`src/rtl/symbol_period_if.sv`:
```
// Bundle of the game-side handshake and display signals of symbol_period.
// The master side (the controller) drives the requests; the slave side
// (symbol_period) produces the period status and display values.
interface symbol_period_if;
    logic       tick1Hz;
    logic       startSig;
    logic [1:0] targetSym;
    logic       postSig;
    logic       running;
    logic [7:0] symbolSeg;
    logic [7:0] matchCount;
    logic [4:0] secLeft;

    modport master (
        output tick1Hz, startSig, targetSym,
        input  postSig, running, symbolSeg, matchCount, secLeft
    );

    modport slave (
        input  tick1Hz, startSig, targetSym,
        output postSig, running, symbolSeg, matchCount, secLeft
    );
endinterface

```
`src/rtl/symbol_period.sv`:
```
// Symbol period engine: after a start request it draws one pseudo-random
// symbol per 1 Hz tick for PERIOD_SEC ticks, shows it on a 7-segment digit,
// counts how many drawn symbols equal the player's target, then emits a
// one-cycle postSig pulse. The LFSR runs on across periods (never reseeded
// by a start) so consecutive periods show different sequences.
module symbol_period #(
    parameter int         PERIOD_SEC = 10,
    parameter logic [7:0] LFSR_SEED  = 8'hA5
) (
    input  logic            Clk100M,
    input  logic            Reset,
    symbol_period_if.slave  bus
);

    typedef enum logic [1:0] {
        IDLE = 2'd0,
        RUN  = 2'd1,
        DONE = 2'd2
    } state_t;

    state_t     state;
    state_t     state_next;
    logic [7:0] lfsr;
    logic [7:0] lfsr_next;
    logic [7:0] seg;
    logic [7:0] match_cnt;
    logic [4:0] sec_left;
    logic       post;
    logic       run;
    logic       tick_run;
    logic       hit;

    // Eight-bit Fibonacci LFSR step, taps 8,6,5,4.
    function automatic logic [7:0] lfsr_step(input logic [7:0] v);
        return {v[6:0], v[7] ^ v[5] ^ v[4] ^ v[3]};
    endfunction

    // Active-low segment pattern for the four displayable symbols.
    function automatic logic [7:0] seg_map(input logic [1:0] sym);
        logic [7:0] pat;
        case (sym)
            2'd0:    pat = 8'hC0;
            2'd1:    pat = 8'hF9;
            2'd2:    pat = 8'hA4;
            default: pat = 8'hB0;
        endcase
        return pat;
    endfunction

    // Increment that sticks at full scale instead of wrapping.
    function automatic logic [7:0] sat_inc(input logic [7:0] v);
        return (v == 8'hFF) ? v : v + 8'd1;
    endfunction

    assign lfsr_next = lfsr_step(lfsr);
    assign tick_run  = (state == RUN) && bus.tick1Hz;
    assign hit       = (lfsr_next[1:0] == bus.targetSym);

    // State register.
    always_ff @(posedge Clk100M) begin
        if (Reset) begin
            state <= IDLE;
        end else begin
            state <= state_next;
        end
    end

    // Next-state and state-decoded outputs; ticks in IDLE and starts in RUN are ignored.
    always_comb begin
        state_next = state;
        post       = 1'b0;
        run        = 1'b0;
        case (state)
            IDLE: begin
                if (bus.startSig) begin
                    state_next = RUN;
                end
            end
            RUN: begin
                run = 1'b1;
                if (bus.tick1Hz && (sec_left == 5'd1)) begin
                    state_next = DONE;
                end
            end
            DONE: begin
                post       = 1'b1;
                state_next = IDLE;
            end
            default: begin
                state_next = IDLE;
            end
        endcase
    end

    // Period datapath: arm on start, draw/display/count/decrement on each running tick.
    always_ff @(posedge Clk100M) begin
        if (Reset) begin
            lfsr      <= LFSR_SEED;
            seg       <= 8'hFF;
            match_cnt <= 8'd0;
            sec_left  <= 5'd0;
        end else if ((state == IDLE) && bus.startSig) begin
            seg       <= 8'hFF;
            match_cnt <= 8'd0;
            sec_left  <= 5'(PERIOD_SEC);
        end else if (tick_run) begin
            lfsr     <= lfsr_next;
            seg      <= seg_map(lfsr_next[1:0]);
            sec_left <= sec_left - 5'd1;
            if (hit) begin
                match_cnt <= sat_inc(match_cnt);
            end
        end
    end

    assign bus.postSig    = post;
    assign bus.running    = run;
    assign bus.symbolSeg  = seg;
    assign bus.matchCount = match_cnt;
    assign bus.secLeft    = sec_left;

endmodule

```
`src/flat_wrapper.sv`:
```
// flat-port wrapper written by rule: the top's interface ports become plain ports
module symbol_period_flat 
#(
    parameter int         PERIOD_SEC = 10,
    parameter logic [7:0] LFSR_SEED  = 8'hA5
)
  (Clk100M, Reset, bus_tick1Hz, bus_startSig, bus_targetSym, bus_postSig, bus_running, bus_symbolSeg, bus_matchCount, bus_secLeft);
  symbol_period_if bus_i ();
  input  logic Clk100M;
  input  logic Reset;
  input wire logic [$bits(bus_i.tick1Hz)-1:0] bus_tick1Hz;
  input wire logic [$bits(bus_i.startSig)-1:0] bus_startSig;
  input wire logic [$bits(bus_i.targetSym)-1:0] bus_targetSym;
  output wire logic [$bits(bus_i.postSig)-1:0] bus_postSig;
  output wire logic [$bits(bus_i.running)-1:0] bus_running;
  output wire logic [$bits(bus_i.symbolSeg)-1:0] bus_symbolSeg;
  output wire logic [$bits(bus_i.matchCount)-1:0] bus_matchCount;
  output wire logic [$bits(bus_i.secLeft)-1:0] bus_secLeft;
  assign bus_i.tick1Hz = bus_tick1Hz;
  assign bus_i.startSig = bus_startSig;
  assign bus_i.targetSym = bus_targetSym;
  assign bus_postSig = bus_i.postSig;
  assign bus_running = bus_i.running;
  assign bus_symbolSeg = bus_i.symbolSeg;
  assign bus_matchCount = bus_i.matchCount;
  assign bus_secLeft = bus_i.secLeft;
  symbol_period #(.PERIOD_SEC(PERIOD_SEC), .LFSR_SEED(LFSR_SEED)) u_core (.Clk100M(Clk100M), .Reset(Reset), .bus(bus_i));
endmodule
```
`config.mk`:
```
export PLATFORM = sky130hd
export DESIGN_NAME = symbol_period_flat
export DESIGN_NICKNAME = d
export VERILOG_FILES = /design/src/rtl/symbol_period_if.sv /design/src/rtl/symbol_period.sv /design/src/flat_wrapper.sv
export SDC_FILE = /design/constraint.sdc
export NUM_CORES = 1
export LEC_CHECK = 0
export CORE_AREA = 2 2 107 57
export CTS_CLUSTER_DIAMETER = 30
export CTS_CLUSTER_SIZE = 10
export DETAILED_ROUTE_END_ITERATION = 8
export DIE_AREA = 0 0 109 59
export SETUP_SLACK_MARGIN = 0.05
export SLEW_MARGIN = 20
export SYNTH_ARGS = -nofsm -noshare
export SYNTH_HDL_FRONTEND = slang
export SYNTH_SLANG_ARGS = --single-unit
```
`constraint.sdc`:
```
create_clock -name Clk100M -period 1.8 [get_ports Clk100M]
set_clock_uncertainty 0.05 [all_clocks]
set_input_delay 0.36 -clock Clk100M [delete_from_list [all_inputs] [get_ports Clk100M]]
set_output_delay 0.36 -clock Clk100M [all_outputs]
set_load 0.03 [all_outputs]
```
## Word-level counts from Yosys, hierarchy flattened

Index checks and enable logic that the tools add are counted.

| word-level totals | value |
|---|---|
| word-level logic and storage cells | 40 |
| output and inout bits | 23 |
| bits in registers | 31 |

| operators by class | value |
|---|---|
| multiplexer cells | 8 |
| reduce and logical (&&, ||, !) cells | 10 |
| equal/unequal tests | 9 |
| add/sub/neg operators | 2 |
| bitwise operators | 5 |

Operators by type and width:

| kind | count |
|---|---|
| $pmux W7 S3 | 1 |
| $add A8 B1 Y8 const B | 1 |
| $eq A8 B8 Y1 const B | 1 |
| $mux W4 | 2 |
| $eq A5 B1 Y1 const B | 1 |
| $sub A5 B1 Y5 const B | 1 |
| $eq A2 B1 Y1 const B | 2 |
| $eq A2 B2 Y1 const B | 2 |
| $logic_not A2 Y1 | 2 |
| $mux W2 | 2 |
| $ne A2 B2 Y1 const B | 2 |
| $pmux W2 S2 | 1 |
| $reduce_and A2 Y1 | 2 |
| $logic_and A1 B1 Y1 | 3 |
| $reduce_and A3 Y1 | 1 |
| $xor A1 B1 Y1 | 3 |
| $eq A2 B2 Y1 | 1 |
| $mux W1 | 2 |
| $not A1 Y1 | 2 |
| $reduce_bool A2 Y1 | 1 |
| $reduce_or A2 Y1 | 1 |

## Longest topological paths before layout

| depth | value |
|---|---|
| depth in word-level cells | 5 |
| mapped depth | 6 |
| depth with buffers taken out | 5 |

## Worst setup path after synthesis

OpenSTA, ideal clock, no wires.

| timing | value |
|---|---|
| path kind | register to register |
| start | register u_core.lfsr[4] |
| end | register u_core.match_cnt[2], in the netlist u_core.bus.matchCount[2] |
| library setup time | 0.070 ns |
| stages on the path, launching flop included | 6 |
| data arrival time | 1.737 ns |
| buffers on the path | 1 |
| slack | -0.058 ns |
| cells stage by stage | dfxtp_1 -> xnor2_1 -> xor3_1 -> buf_2 -> or4_1 -> a21oi_1 |

| on the way | value |
|---|---|
| word-level cells in the longest chain between the ends | 4 |

Ends and longest elaborated chain:

| element | RTL line | text |
|---|---|---|
| start: declaration | symbol_period.sv:23 | `logic [7:0] lfsr;` |
| start signal: assignment | symbol_period.sv:107 | `lfsr <= lfsr_next;` |
| $xor A1 B1 Y1 (2 in a row) | symbol_period.sv:35 | `return {v[6:0], v[7] ^ v[5] ^ v[4] ^ v[3]};` |
| $eq A2 B2 Y1 | symbol_period.sv:57 | `assign hit = (lfsr_next[1:0] == bus.targetSym);` |
| $reduce_and A3 Y1 (no source line) | - |  |
| end signal: assignment | symbol_period.sv:111 | `match_cnt <= sat_inc(match_cnt);` |
| end: declaration | symbol_period.sv:26 | `logic [7:0] match_cnt;` |

Every way passes these cells.
A chain may end at the register's enable or synchronous reset.

## Final worst setup path

| timing | value |
|---|---|
| start | register u_core.match_cnt[1], in the netlist u_core.bus.matchCount[1] |
| end | output bus_matchCount[1] |

RTL lines:

| element | RTL line | text |
|---|---|---|
| end: declaration | flat_wrapper.sv:17 | `output wire logic [$bits(bus_i.matchCount)-1:0] bus_matchCount;` |

No word-level cell between the ends.

==> results.cfg <==
[route]
viasPerCell = 4.64
routed_wl_um = 3490
drc = 0
vias = 1309
wl_per_cell_um = 12.4
ant_nets = 0
drt_iter0_drc = 37
drt_first_pass_iters = 4

[layout]
drive_gt1_share_pct = 26.8
n_antenna_cell = 0
syn_to_final_growth_pct = 54.6
final_core_util_pct = 38.1
final_net_count = 218

[global_routing]
grt_max_degree = 16
grt_pass1_vias = 1194
grt-ovfl-total = 0
grt_usage_pct = 10.9
grt_pass1_wl_um = 5360
antenna_found_initial = 0

[worst_setup_path]
worstPathCellList = clkdlybuf4s50_1
max_stage_delay_ns = 0.68
critPathRequiredTime_ns = 1.39
r2r_end = u_core.bus.matchCount[5]$_SDFFE_PP0P_
worstReg2RegStart = u_core.lfsr[4]$_SDFFE_PP0P_
path_buf_inv = 1
cp_data_arrival_time_ns = 1.31
endpoint_kind = primary output
reg2regPathDepth = 4
cp_top_family = buffers and inverters
cp_slowest_cell = clkdlybuf4s50_1
rrSetupSlack_ns = 0.10
criticalPathCategory = reg2out
cp_max_fo = 5
startpoint_type = flop

[clock_network]
cts_hold_buffers = 0
clock_latency_ns = 0.27
clock-sinks = 29
htreeDepth = 2
cts_buffers = 5
clock_path_buffers = 2
cts_tree = yes
root_buffer = clkbuf_8
cts.reportedPaths.clkPinSlew_ns = 0.06

[pwr]
vdd_drop_max_mv = 0.339
clkPwrFrac_pct = 33.9
seq_power_share_pct = 44.8
internal-power_mw = 1.14
p_switching_uw = 416
switching_share_pct = 26.8
leakagePower_nw = 0.872
cellPowerDensity_mw_per_mm2 = 756
p_comb_share_pct = 21.3

[synthesis]
yosysTopAreaCell = dfxtp_1
synth_cell_types = 38
yosysWarnings = 0
synth_fp_nets = 162
yosys-top-cells-area = dfxtp_1 44%, nand2_1 5.4%, a21oi_1 4.9%
synthCells = 153
synth-seq-cells = 29
avgSynthCellArea_um2 = 8.68
yosysSeqAreaShare_pct = 43.7
synth.cell_area_mm2 = 0.00133
synth.top_cell.area_share_pct = 43.7

[status]
status = complete, no violations

[die]
fp.dieArea_mm2 = 0.00643
core-area_mm2 = 0.00540
rows = 19
die_h_um = 59
io_pins = 29
die_w_um = 109
start_util_pct = 24.6

[hold_path]
hold_depth = 2
holdCritStartpoint = u_core.bus.symbolSeg[1]$_SDFFE_PP1P_
hp-class = reg2reg
worstHoldEndpoint = u_core.bus.symbolSeg[1]$_SDFFE_PP1P_

[placed_design]
port_buffers = 27
routabilityCongestion = 0.800
hpwl_um = 2360

[sta]
hold_viol_final = 0
finalSetupViolCount = 0
layout_min_cycle_time_ns = 1.72
timing.final.crit_share_pct = 95.8
slew_viol_final = 0
whs_ns = 0.399
max_clock_freq_mhz = 580
rsz0062_at_grt = no

[job]
maxCapViolations = 0
## cell usage after synthesis
cell type / n
or4_1: 4
nor2_1: 15
o211ai_1: 1
conb_1: 1
a211oi_1: 1
a2111oi_0: 1
nand4_1: 3
buf_2: 2
a21oi_1: 13
ha_1: 3
nor4_1: 1
nand3b_1: 5
buf_4: 2
inv_1: 4
o21bai_1: 1
nor4b_1: 1
or2_2: 1
o21ai_0: 7
a221o_1: 1
or3_1: 2
o41ai_1: 1
xor3_1: 1
and3b_1: 1
nor3b_1: 1
nand3_1: 6
xnor3_1: 1
nand4b_1: 1
xnor2_1: 5
nor2b_1: 2
and2_1: 1
dfxtp_1: 29
xor2_1: 3
o31ai_1: 4
clkbuf_1: 5
mux2i_1: 1
nor3_1: 2
nand2_1: 19
o211a_1: 1
## worst max path at each step
stage          depth (start not counted)                                     to                                   from  slack, ns
6_report                               1                      bus_matchCount[1]  u_core.bus.matchCount[1]$_SDFFE_PP0P_       0.08
4_1_cts                                6  u_core.bus.matchCount[5]$_SDFFE_PP0P_                       bus_targetSym[1]       0.02
3_3_place_gp                           4  u_core.bus.matchCount[4]$_SDFFE_PP0P_                       bus_targetSym[0]      -0.34
3_5_place_dp                           4  u_core.bus.matchCount[5]$_SDFFE_PP0P_                       bus_targetSym[0]      -0.37
5_1_grt                                4  u_core.bus.matchCount[4]$_SDFFE_PP0P_            u_core.lfsr[4]$_SDFFE_PP0P_       0.03
2_1_floorplan                          5  u_core.bus.matchCount[2]$_SDFFE_PP0P_            u_core.lfsr[4]$_SDFFE_PP0P_       0.04
## timing repair
item	in CTS	in global routing
setup buffers	8	2
setup endpoints to repair	19	10
resized for setup	20	18
cloned	2	0
pin swaps	6	8
## flip-flops by register name (all words and copies together) (netlist names)
| name | count |
|---|---|
| u_core.bus.matchCount | 8 |
| u_core.lfsr | 8 |
| u_core.bus.symbolSeg | 6 |
| u_core.bus.secLeft | 5 |
| u_core.state | 2 |
## cells in the final DEF (no fill, tap or decap), types with 2 or more instances in the layout
master            n
nand3_1           5
clkbuf_8          6
dfxtp_2           5
dlymetal6s2s_1    4
xor3_2            2
or4_1             4
dlygate4sd2_1    15
buf_4            28
a21oi_1          12
ha_1              2
nand4_1           3
nand2_1          19
nor2_1           15
o31ai_2           2
xnor2_2           3
nor2b_1           2
dfxtp_1          24
xnor2_1           2
clkdlybuf4s50_1   8
inv_1             4
nand3b_1          5
or3_1             2
o21ai_0           7
xor2_1            3
## routing by layer
layer | vias up | GRT usage, % | wire, um
met1 | 630 | 11.8 | 1470
met4 | 0 | 4.58 | 62
met2 | 25 | 20.9 | 1840
met3 | 6 | 2.09 | 115
li1 | 648 | - | -
met5 | - | 0 | 0
## layout make-up
type | count | area, um2
Fill cell | 538 | 3340
Multi-Input combinational cell | 112 | 787
Sequential cell | 29 | 587
Timing Repair Buffer | 57 | 488
Tap cell | 73 | 91.3
Clock buffer | 7 | 86.3
Inverter | 4 | 15.0
## power groups by stage
stage / logic, mW / registers [mW] / clock network [mW]
floorplan: 0.138 / 0.730 / 0
global placement: 0.281 / 0.707 / 0
detailed placement: 0.286 / 0.708 / 0
CTS: 0.320 / 0.694 / 0.551
global route: 0.358 / 0.698 / 0.573
finish: 0.331 / 0.695 / 0.527
## kinds of logic after synthesis
kind of cell	Yosys count	share of synthesized area, %
flops	29	43.7
xor+xnor	10	8.76
compound gates	31	14.3
fa+ha+maj	3	2.83
buf+inv	13	4.43
mux	1	0.753
simple gates	65	25.0
other cells	1	0.282
## per-stage QoR
step	setup WS [ns]	setup TNS, ns	cell area (um2)	cells	total power [mW]
2_1_floorplan	0.0449	0	1340	153	0.867
3_3_place_gp	-0.338	-2.07	1800	263	0.988
3_5_place_dp	-0.368	-2.25	1800	263	0.994
4_1_cts	0.0169	0	1970	280	1.57
5_1_grt	0.0302	0	2050	282	1.63
6_report	0.0764	0	2050	282	1.55
Power figures use the tool's default switching activity.
